File: src/rtl/psu_cntseq.sv
// Sequencer that plays one control-word sequence from psu_cntsrmem and issues each entry
// downstream with a valid/ready handshake. Optional looping is enabled by `define PSU_CNTSEQ_REPEAT_EN.
module psu_cntseq #(
  parameter int TIME_BW  = 8,
  parameter int CWD_BW   = 4,
  parameter int IDLEN_BW = 5
) (
  input  logic                clk,
  input  logic                rst,
`ifdef PSU_CNTSEQ_REPEAT_EN
  input  logic                repeat_seq,
`endif
  input  logic                start,
  input  logic [1:0]          sel_req,
  output logic                busy,
  output logic                done,
  output logic [1:0]          sel_cwdNtime,
  output logic                next_id,
  input  logic [TIME_BW-1:0]  timing,
  input  logic [CWD_BW-1:0]   cwd,
  input  logic [CWD_BW-1:0]   cwdsp,
  input  logic [IDLEN_BW-1:0] id_len,
  output logic [CWD_BW-1:0]   cwd_out,
  output logic [CWD_BW-1:0]   cwdsp_out,
  output logic                cwd_valid,
  input  logic                cwd_ready,
  output logic [IDLEN_BW-1:0] step_idx
);

  localparam logic [1:0] SELCNT_INIT = 2'd1;
  localparam logic [1:0] SELCNT_MEAS = 2'd2;
  localparam logic [1:0] SELCNT_RESM = 2'd3;

  typedef enum logic [2:0] {
    S_IDLE, S_LOAD, S_ISSUE, S_HOLD, S_ADVANCE, S_DONE
  } state_e;

  state_e                state_q, state_d;
  logic [1:0]            sel_q, sel_d;
  logic [IDLEN_BW-1:0]   step_q, step_d;
  logic [TIME_BW-1:0]    cnt_q, cnt_d;
  logic [CWD_BW-1:0]     cwd_q, cwd_d;
  logic [CWD_BW-1:0]     cwdsp_q, cwdsp_d;
  logic                  valid_q, valid_d;
  logic                  sel_ok;
  logic                  last_step;
  logic                  repeat_hit;

`ifdef PSU_CNTSEQ_REPEAT_EN
  assign repeat_hit = repeat_seq;
`else
  assign repeat_hit = 1'b0;
`endif

  assign sel_ok    = (sel_req == SELCNT_INIT) || (sel_req == SELCNT_MEAS) ||
                     (sel_req == SELCNT_RESM);
  assign last_step = (step_q == (id_len - IDLEN_BW'(1)));

  // NOTE: state flops use non-blocking assignments so every flop samples pre-edge values.
  always_ff @(posedge clk or posedge rst) begin
    if (rst) begin
      state_q <= S_IDLE;
      sel_q   <= '0;
      step_q  <= '0;
      cnt_q   <= '0;
      cwd_q   <= '0;
      cwdsp_q <= '0;
      valid_q <= 1'b0;
    end else begin
      state_q <= state_d;
      sel_q   <= sel_d;
      step_q  <= step_d;
      cnt_q   <= cnt_d;
      cwd_q   <= cwd_d;
      cwdsp_q <= cwdsp_d;
      valid_q <= valid_d;
    end
  end

  // NOTE: every signal gets a default first so no path through the case leaves a latch.
  always_comb begin
    state_d = state_q;
    sel_d   = sel_q;
    step_d  = step_q;
    cnt_d   = cnt_q;
    cwd_d   = cwd_q;
    cwdsp_d = cwdsp_q;
    valid_d = 1'b0;
    unique case (state_q)
      S_IDLE: begin
        if (start && sel_ok) begin
          sel_d   = sel_req;
          step_d  = '0;
          state_d = S_LOAD;
        end
      end
      S_LOAD: state_d = (id_len == '0) ? S_DONE : S_ISSUE;
      S_ISSUE: begin
        if (cwd_ready) begin
          cwd_d   = cwd;
          cwdsp_d = cwdsp;
          valid_d = 1'b1;
          // A zero hold time still spends one cycle in HOLD.
          cnt_d   = (timing == '0) ? TIME_BW'(1) : timing;
          state_d = S_HOLD;
        end
      end
      S_HOLD: begin
        cnt_d = cnt_q - TIME_BW'(1);
        if (cnt_q == TIME_BW'(1)) state_d = S_ADVANCE;
      end
      S_ADVANCE: begin
        if (last_step) begin
          step_d  = '0;
          state_d = repeat_hit ? S_ISSUE : S_DONE;
        end else begin
          step_d  = step_q + IDLEN_BW'(1);
          state_d = S_ISSUE;
        end
      end
      S_DONE: begin
        sel_d   = '0;
        state_d = S_IDLE;
      end
      default: state_d = S_IDLE;
    endcase
  end

  always_comb begin
    busy    = (state_q != S_IDLE);
    next_id = (state_q == S_ADVANCE);
    done    = (state_q == S_DONE) ||
              ((state_q == S_ADVANCE) && last_step && repeat_hit);
  end

  assign sel_cwdNtime = sel_q;
  assign step_idx     = step_q;
  assign cwd_out      = cwd_q;
  assign cwdsp_out    = cwdsp_q;
  assign cwd_valid    = valid_q;

endmodule

File: config.mk
export PLATFORM = sky130hd
export DESIGN_NAME = psu_cntseq
export DESIGN_NICKNAME = d
export VERILOG_FILES = /design/src/rtl/psu_cntseq.sv
export SDC_FILE = /design/constraint.sdc
export NUM_CORES = 1
export LEC_CHECK = 0
export ABC_AREA = 1
export BUFFER_PORTS_ARGS = -buffer_cell sky130_fd_sc_hd__buf_4
export CAP_MARGIN = 20
export CORE_MARGIN = 2
export CORE_UTILIZATION = 52
export DETAILED_ROUTE_END_ITERATION = 16
export PLACE_DENSITY = 0.77
export SLEW_MARGIN = 20
export SYNTH_ARGS = -nofsm -noshare
export SYNTH_HDL_FRONTEND = slang
export SYNTH_SLANG_ARGS = --single-unit
File: constraint.sdc
create_clock -name clk -period 2 [get_ports clk]
set_input_delay 0.4 -clock clk [delete_from_list [all_inputs] [get_ports clk]]
set_output_delay 0.4 -clock clk [all_outputs]
set_load 0.02 [all_outputs]
# Word level (Yosys, flattened, before mapping)
# Index checks and enable logic that the tools add are counted.
[totals]
ff_bits = 27
input_bits = 27
output_inout_bits = 19
wordCells = 54
[classes]
add_sub_neg = 3
n_eq_ne = 13
muxes = 16
reduce_logical = 15
[ops]
columns = ["op", "count"]
rows = [
  ["$mux W8", 2],
  ["$pmux W8 S2", 1],
  ["$mux W3", 5],
  ["$pmux W3 S5", 1],
  ["$mux W5", 2],
  ["$pmux W5 S2", 1],
  ["$eq A8 B1 Y1 const B", 1],
  ["$logic_not A8 Y1", 1],
  ["$reduce_and A2 Y1", 4],
  ["$sub A8 B1 Y8 const B", 1],
  ["$eq A3 B2 Y1 const B", 2],
  ["$eq A3 B3 Y1 const B", 2],
  ["$ne A2 B2 Y1 const B", 3],
  ["$reduce_bool A2 Y1", 3],
  ["$add A5 B1 Y5 const B", 1],
  ["$eq A5 B5 Y1", 1],
  ["$logic_not A5 Y1", 1],
  ["$sub A5 B1 Y5 const B", 1],
  ["$eq A2 B2 Y1 const B", 2],
  ["$pmux W2 S2", 1],
  ["$eq A3 B1 Y1 const B", 1],
  ["$logic_not A3 Y1", 1],
  ["$reduce_and A3 Y1", 1],
  ["$reduce_bool A3 Y1", 1],
  ["other kinds (5)", 7],
]

# Longest topological paths before layout
# Gate-level depths: netlist (run 1).
[depth]
depth_word = 6
ltp_mapped = 12
mapped_depth_nobuf = 12

# Least setup slack after synthesis (run 1)
# No wires, ideal clock.
[synth_path]
path_type = "flip-flop to output port"
start = "register state_q[1]"
end = "output done"
arrival_ns = 1.114
required_time_ns = 1.600
slack_ns = 0.486
stages_incl_launch_ff = 3
n_path_buf = 1
path_cell_list = "dfrtp_1 -> buf_2 -> nor3_1"
[synth_between]
elab_chain_cells = 1
[synth_rtl]
columns = ["element", "line_no", "text"]
rows = [
  ["start, declared", "38", "state_e state_q, state_d;"],
  ["start signal, assigned", "70", "state_q <= state_d;"],
  ["$eq A3 B3 Y1", "132", "done = (state_q == S_DONE) ||"],
  ["end, declared", "16", "output logic done,"],
]
# Every way passes these cells.

# Final worst setup path (run 1)
[layout_path]
start = "register state_q[0]"
end = "output done"
# Same word-level chain as after synthesis.

==> flow_summary.yaml, run 1 <==
critical_path:
  critPathKind: "flop to primary output"
  slowest_stage: "dfrtp_1"
  crit_chain: "inv_1, nor3_1, buf_4"
  required_ns: 1.60
  cp_top_family: "flip-flops"
  crit_path_start_kind: "flop"
  cp_num_buf_inv: 2
  end_kind: "primary output"
  slowest_delay_ns: 0.48
  worstPathMaxFanout: 5
  critPathArrivalTime_ns: 1.46
clock_tree:
  clockBufferDepth: 2
  cts_tree: "done"
  insertion_delay_ns: 0.32
  cts.sinks: 27
  clk_pin_slew_ns: 0.15
  cts_htree_levels: 1
  cts_resized: 0
  cts_buffers: 3
  cts_hold_buffers: 0
  cts-root-buf: "clkbuf_4"
  cts_setup_buffers: 0
timing:
  fin_crit_ns: 1.863
  timing.slew.headroom_pct: 75.30
  rsz0062_at_grt: "no"
  period_share_pct: 93.13
  whs_ns: 0.1146
  tightest_slew_ns: 0.3676
  timing.clock.skew_ns: 0.002397
  hold_viol: 0
  final-max-slew-violation-count: 0
  timing.final.ws_setup_ns: 0.1373
  setup_viol: 0
  max_freq_ghz: 0.5369
  finalSetupTns_ns: 0
grt:
  grt_pass1_wl_um: 5747
  grt_start_max_net_pins: 28
  grt_antenna_before_repair: 0
  grt_pass1_vias: 1376
  gr-total-overflow: 0
  grt_usage_pct: 21.03
finish:
  fin_cells: 315
  num_antenna_cells: 0
  fin_nets: 303
  final_util_pct: 67.69
  regArea_um2: 675.6
  drive_above_1_share_pct: 22.14
  multi_input_area_um2: 808.3
  syn_to_final_growth_pct: 25.61
  fillers: 298
  fin_area_um2: 2049
power:
  power.density_nw_per_um2: 1409
  total_power_mw: 2.888
  p_sw_mw: 1.359
  p_sw_share_pct: 47.04
  p_int_mw: 1.529
  combPwrFrac_pct: 56.0
  p_seq_share_pct: 35.8
  p_leak_nw: 1.110
  clkPwrFrac_pct: 8.3
  vdd_drop_max_mv: 0.6719
synthesis:
  ys_seq_area_share_pct: 41.41
  synth_nets: 253
  async_flop_share_pct: 100.0
  synth_top_area_share_pct: 41.41
  synth_edf_count: 0
  synth.distinct_cells: 33
  synth_ff_type: "dfrtp_1"
  ys_seq_elements: 27
  yosysTopAreaCell: "dfrtp_1"
  avgSynthCellArea_um2: 7.349
  netlist_area_um2: 1632
  syn_inst: 222
  synth_common_cells: "69 x nand2_1, 31 x inv_1, 27 x dfrtp_1, 20 x nand3_1, 16 x nor2_1"
  synth_area_leaders: "dfrtp_1 41%, nand2_1 16%, inv_1 7.1%"
  synth.most_common_cell: "nand2_1"
  yosysWarningCount: 0
placed_design:
  globalplace.congestion: 0.8538
  place_ws_ns: 0.2924
  placed_area_um2: 2023
  dp.cells: 311
  portBuffers: 45
  dp_hpwl_um: 2607
routing:
  wirelength_um: 3399
  vias: 1530
  drc_errors: 0
  antenna_left: 0
  drt_first_pass_iters: 4
  dr.first_iter.drc_count: 50
  wire_per_inst_um: 10.79
  via_per_inst: 4.857
floorplanning:
  ioPinCount: 46
  die_y_um: 60.02
  start_util_pct: 53.88
  die_w_um: 60.02
  die_area_um2: 3602
  design.core.area_um2: 3028
  rows: 20
run:
  drv_cap: 0
hold_path:
  hold_path_class: "input pin to asynchronous set/reset pin"
run_status:
  status: "completed"
-- state kept, by name, indices dropped and copies added, names as in the netlist --
register and cells:
cwdsp_out 4, step_idx 5, cwd_valid 1, sel_cwdNtime 2, state_q 3, cwd_out 4, cnt_q 8
-- worst paths after layout --
| path | slack (ns) | to | startpoint | cells past startpoint |
|---|---|---|---|---|
| worst min-delay path | 0.11 | cwd_out[2] | rst | 3 |
| worst max register to register | 0.35 | cnt_q[6] | cnt_q[0] | 8 |
| worst max-delay path | 0.14 | done | state_q[0] | 3 |
| worst min register to register | 0.49 | cwdsp_out[3] | cwdsp_out[3] | 2 |
| min in group clk | 0.27 | cwdsp_out[0] | cwdsp[0] | 3 |
| max in group asynchronous | 1.63 | step_idx[4] | rst | 3 |
-- cells in the final DEF (no fill, tap or decap), drive strengths merged, types with 2 or more instances in the layout --
master  count
nand2      71
buf        48
inv        33
dfrtp      27
nand3      22
nor2       17
o21ai      11
nor3        8
a21oi       7
xor2        4
ha          4
clkbuf      4
o211ai      2
xnor2       2
nor4        2
nand3b      2
-- logic make-up (layout without fill, tap and decap cells) --
logic type | count (synthesis) | in the layout | share of synthesized area [%]
simple gates | 124 | 124 | 34.36
buf+inv | 36 | 85 | 9.049
flops | 27 | 27 | 41.41
compound gates | 25 | 25 | 8.896
xor+xnor | 6 | 6 | 3.221
fa+ha+maj | 4 | 4 | 3.068
-- tightest hold or removal path: stages --
cell and delay [ns]:
buf_4 0.11, inv_1 0.04, buf_4 0.31
-- metal layers --
layer	GRT usage, %	part of all wire (%)
met5	0	0
met4	4.762	0.65
met1	29.67	50
met3	3.030	4.8
met2	34.32	45
-- power by group through the flow --
stage                     Combinational [mW]  Clock, mW  Sequential (mW)
after floorplan                        0.983          0             1.16
after global placement                  1.59          0             1.04
after detailed placement                1.62          0             1.04
after CTS                               1.62      0.241             1.03
after global routing                    1.81      0.265             1.07
final                                   1.62      0.238             1.03
-- layout make-up --
cell class,instances,area share (%)
Inverter,33,6.044
Tap cell,44,2.686
Sequential cell,27,32.97
Clock buffer,4,1.282
Timing Repair Buffer,48,17.58
Multi-Input combinational cell,159,39.44
No activity file was read; power rests on OpenSTA's default activity.
==> run 2: changes to the inputs <==
Settings changed: ABC_AREA 1 to default, CORE_UTILIZATION 52 to 51, PLACE_DENSITY 0.77 to 0.76.
==> run 2 against run 1 <==
Hold slack worse by 0.0011 ns. Clock-buffer cell count unchanged. Non-clock buffer count is 4 higher. Area after synthesis shrank 7.1%. First-iteration DRC count is 36% higher. Flip-flop and latch count unchanged. Combinational power shrank 25%. Maximum frequency shrank 1.7%. Total power is 15% lower. Worst setup slack lost 0.031 ns. Largest cell class unchanged.
==> flow_summary.yaml, run 2 <==
run_status:
  status: "completed"
routing:
  vias: 1378
  drt_first_pass_iters: 4
  drc_errors: 0
  wirelength_um: 3439
  dr.first_iter.drc_count: 68
  wire_per_inst_um: 14.15
  antenna_left: 0
  via_per_inst: 5.671
timing:
  max_freq_ghz: 0.5280
  setup_viol: 0
  period_share_pct: 94.70
  tightest_slew_ns: 0.4501
  final-max-slew-violation-count: 0
  hold_viol: 0
  timing.slew.headroom_pct: 69.83
  rsz0062_at_grt: "no"
  whs_ns: 0.1135
  timing.final.ws_setup_ns: 0.1059
  fin_crit_ns: 1.894
  finalSetupTns_ns: 0
  timing.clock.skew_ns: 0.002192
synthesis:
  synth_top_area_share_pct: 44.59
  yosysWarningCount: 0
  synth_edf_count: 0
  syn_inst: 162
  synth.most_common_cell: "nand2_1"
  async_flop_share_pct: 100.0
  synth_area_leaders: "dfrtp_1 45%, nand2_1 8.9%, ha_1 3.3%"
  synth.distinct_cells: 49
  ys_seq_elements: 27
  ys_seq_area_share_pct: 44.59
  netlist_area_um2: 1515
  synth_ff_type: "dfrtp_1"
  synth_nets: 193
  yosysTopAreaCell: "dfrtp_1"
  avgSynthCellArea_um2: 9.353
  synth_common_cells: "36 x nand2_1, 27 x dfrtp_1, 10 x nor2_1, 8 x inv_1"
grt:
  met1_usage_pct: 28.39
  grt.busiest_layer: "met2"
  gr-total-overflow: 0
  grt_pass1_wl_um: 5934
  grt_start_max_net_pins: 28
  use_met3_pct: 4.615
  gr-usage-met2_pct: 36.60
  grt_antenna_before_repair: 0
  grt_usage_pct: 22.03
  grt_pass1_vias: 1360
critical_path:
  crit_chain: "nor2_1, nand2_1, inv_2, buf_4"
  critPathArrivalTime_ns: 1.49
  reg2reg_to: "cnt_q[6]"
  r2r-start: "cnt_q[0]"
  worst-r2r-setup-slack_ns: 0.15
  cp_top_family: "flip-flops"
  end_kind: "primary output"
  required_ns: 1.60
  worstSetupStartpoint: "state_q[0]"
  crit_path_start_kind: "flop"
  critPathKind: "flop to primary output"
  slowest_stage: "dfrtp_1"
  worstPathMaxFanout: 10
  cp_num_buf_inv: 2
  ff2ff_path_depth: 6
  slowest_delay_ns: 0.49
clock_tree:
  cts.sinks: 27
  clockBufferDepth: 2
  clk_pin_slew_ns: 0.14
  cts-root-buf: "clkbuf_4"
  cts_buffers: 3
  cts_hold_buffers: 0
  cts_htree_levels: 1
  cts_tree: "done"
  insertion_delay_ns: 0.32
finish:
  final_util_pct: 69.86
  top_register: "cnt_q"
  fin_cells: 243
  largest_reg_flops: 8
  fin_area_um2: 1943
  final_common_cell: "buf_4"
  num_antenna_cells: 0
  drive_above_1_share_pct: 30.19
  fin_nets: 244
  mostFrequentLayoutCells: "52 x buf_4, 36 x nand2_1, 26 x dfrtp_1"
  syn_to_final_growth_pct: 28.24
placed_design:
  globalplace.congestion: 0.8102
  placed_area_um2: 1916
  dp_hpwl_um: 2599
  dp.cells: 239
  place_ws_ns: -0.02133
  portBuffers: 45
floorplanning:
  design.core.area_um2: 2781
  die_w_um: 58.51
  ioPinCount: 46
  die_y_um: 58.51
  start_util_pct: 54.48
  die_area_um2: 3423
  rows: 19
run:
  drv_cap: 0
hold_path:
  hold_path_class: "input pin to asynchronous set/reset pin"
power:
  p_leak_nw: 0.9499
  total_power_mw: 2.450
  power.density_nw_per_um2: 1261
  vdd_drop_max_mv: 0.9994
[run 2: cell count changes after synthesis, moves of 3 or more]
cell and delta:
o21ai_0 -7, nor2_1 -6, nor4b_1 +3, a211oi_1 +5, nand2_1 -33, nor3_1 -5, inv_1 -23, nand3_1 -19
or4_1 +3
[run 2: timing repair]
item,CTS,global route
buffers inserted,0,0
endpoints found under the setup margin,0,1
gates resized for setup,0,1
[run 2: cell type report]
cell class | count | area (µm²)
Clock buffer | 4 | 26.28
Fill cell | 219 | 838.3
Inverter | 9 | 33.78
Multi-Input combinational cell | 120 | 777.0
Sequential cell | 27 | 676.9
Tap cell | 31 | 38.79
Timing Repair Buffer | 52 | 390.4
[run 2: routing by layer]
layer  wire [µm]  vias up
met3         249        4
li1            -      675
met1        1541      640
met4          27        0
met2        1622       59
met5           0        -
[run 2: logic make-up after synthesis]
family / count (synthesis) / synth area share (%)
compound gates: 34 / 16.93
xor+xnor: 8 / 4.624
fa+ha+maj: 4 / 3.303
buf+inv: 15 / 4.128
flops: 27 / 44.59
mux: 2 / 1.321
simple gates: 72 / 25.10
[run 2: worst max-delay path by stage]
stage / to / cells past startpoint / slack [ns]
after CTS: next_id / 4 / 0.08
after floorplan: step_idx[2] / 6 / 0.20
after global placement: state_q[0] / 8 / 0.04
after global routing: next_id / 4 / 0.01
after detailed placement: state_q[0] / 8 / -0.02
final: next_id / 4 / 0.11
[run 2: tightest hold or removal path, delay by kind of cell]
family / cells / cell delay, ns
buf+inv: 3 / 0.46
[run 2: where the power goes]
group          switching, mW  internal (mW)  leakage, nW
Clock                  0.157         0.0782       0.0150
Sequential             0.235          0.773        0.335
Combinational          0.669          0.537        0.600
Total                   1.06           1.39        0.950
==> run 3: changes to the inputs <==
==> constraint.sdc (replaced) <==
create_clock -name clk -period 2 [get_ports clk]
set_input_delay 0.2 -clock clk [delete_from_list [all_inputs] [get_ports clk]]
set_output_delay 0.2 -clock clk [all_outputs]
set_load 0.02 [all_outputs]
==> run 3 against run 2 <==
Hold slack worse by 0.072 ns. Sequential share of layout area is 0.30 points higher. Total power hardly changed. Clock power is 2% higher. Sequential power hardly changed. Clock-buffer cell count is 1 lower. Clock skew is 0.0011 ns higher. Largest cell class unchanged. Highest routed layer unchanged.
==> flow_summary.yaml, run 3 (synthesis results as in run 2) <==
clock_tree:
  cts_buffers: 3
  cts_tree: "done"
  clockBufferDepth: 2
  cts-root-buf: "clkbuf_4"
  cts_setup_buffers: 0
  cts.sinks: 27
  cts_htree_levels: 1
  clk_pin_slew_ns: 0.15
  cts_resized: 0
  insertion_delay_ns: 0.33
timing:
  rsz0062_at_grt: "no"
  setup_viol: 0
  max_freq_ghz: 0.5424
  period_share_pct: 92.18
  final-max-slew-violation-count: 0
  hold_viol: 0
  timing.slew.headroom_pct: 57.90
  timing.clock.skew_ns: 0.003315
  fin_crit_ns: 1.844
  finalSetupTns_ns: 0
  tightest_slew_ns: 0.6227
finish:
  mostFrequentLayoutCells: "48 x buf_4, 36 x nand2_1, 27 x dfrtp_1"
  drive_above_1_share_pct: 28.71
  num_antenna_cells: 0
  fin_nets: 241
  largest_reg_flops: 8
  final_common_cell: "buf_4"
  syn_to_final_growth_pct: 26.92
  fin_area_um2: 1923
  top_register: "cnt_q"
  fin_cells: 240
  final_util_pct: 69.14
critical_path:
  slowest_delay_ns: 0.45
  cp_num_buf_inv: 1
  worstPathMaxFanout: 4
  worst-r2r-setup-slack_ns: 0.16
  required_ns: 2.24
  end_kind: "flop"
  crit_path_start_kind: "flop"
  critPathKind: "flop to flop"
  crit_chain: "inv_1, ha_1, or3b_1, o31ai_1, a21oi_1, a311oi_1"
  slowest_stage: "dfrtp_1"
  r2r-start: "cnt_q[0]"
  ff2ff_path_depth: 6
  reg2reg_to: "cnt_q[6]"
  critPathArrivalTime_ns: 2.09
  cp_top_family: "compound AO/OA/AOI/OAI gates"
grt:
  gr-total-overflow: 0
  grt_pass1_wl_um: 5996
  grt_pass1_vias: 1420
  use_met3_pct: 4.615
  gr-usage-met2_pct: 38.36
  grt_usage_pct: 22.71
  grt.busiest_layer: "met2"
  met1_usage_pct: 28.37
  grt_start_max_net_pins: 28
  grt_antenna_before_repair: 0
floorplanning:
  design.core.area_um2: 2781
  start_util_pct: 54.48
  die_area_um2: 3423
  rows: 19
  die_y_um: 58.51
  ioPinCount: 46
  die_w_um: 58.51
placed_design:
  placed_area_um2: 1886
  dp_hpwl_um: 2656
  dp.cells: 235
  globalplace.congestion: 0.8545
  portBuffers: 45
hold_path:
  hold_path_class: "input pin to flop"
  min_to: "cwd_out[2]"
  worstHoldPathCells: 3
  holdCritStartpoint: "cwd[2]"
routing:
  drc_errors: 0
  wirelength_um: 3458
  wire_per_inst_um: 14.41
  antenna_left: 0
  via_per_inst: 5.771
  drt_first_pass_iters: 4
  dr.first_iter.drc_count: 53
  vias: 1385
power:
  vdd_drop_max_mv: 0.8120
  p_leak_nw: 0.9374
  power.density_nw_per_um2: 1273
  total_power_mw: 2.448
run_status:
  status: "completed"
run:
  drv_cap: 0
[run 3: cell count changes in the layout (fill, tap and decap cells not counted)]
cell,delta
dlygate4sd3_1,+1
clkbuf_1,-1
dfrtp_2,-1
dfrtp_1,+1
buf_4,-4
clkinv_2,+1
[run 3: per-stage QoR]
step	setup WS (ns)	hold WS, ns
floorplan	0.3933	0.2527
global placement	0.1845	0.2779
global route	0.08537	0.04434
finish	0.1564	0.04111
detailed placement	0.07693	0.2891
CTS	0.1615	0.04011
[run 3: area by class of cell]
class,instances,area [µm²]
well taps,31,38.79
flip-flops and latches,27,675.6
inverters,9,33.78
clock buffers,3,22.52
repair buffers,49,370.4
multi-input cells,120,777.0
fillers,226,858.3
clock inverters,1,5.005
[run 3: power by group]
part / total [mW] / switching, mW / internal, mW
Clock: 0.240 / 0.165 / 0.0752
Combinational: 1.20 / 0.672 / 0.530
Sequential: 1.01 / 0.234 / 0.771
[run 3: worst max path at each step]
stage	start	end	slack, ns	depth (start not counted)
3_3_place_gp	id_len[0]	step_idx[4]	0.18	7
3_5_place_dp	id_len[0]	step_idx[4]	0.08	7
6_report	cnt_q[0]	cnt_q[6]	0.16	6
5_1_grt	cnt_q[1]	cnt_q[6]	0.09	6
2_1_floorplan	cnt_q[0]	cnt_q[6]	0.39	6
4_1_cts	cnt_q[0]	cnt_q[6]	0.16	6
[run 3: routing by layer]
layer | up-vias | routed length, µm
met5 | - | 0
met4 | 0 | 64
met3 | 7 | 197
met2 | 54 | 1646
met1 | 651 | 1549
li1 | 673 | -
[run 3: worst min-delay path, delay by kind of cell]
family                 cells  cell delay [ns]
buffers and inverters      1             0.07
and+or+nand+nor            2             0.08
[run 3: what timing repair did]
item,CTS,global route
hold buffers,1,0
setup endpoints to repair,0,0
hold endpoints to repair,27,0
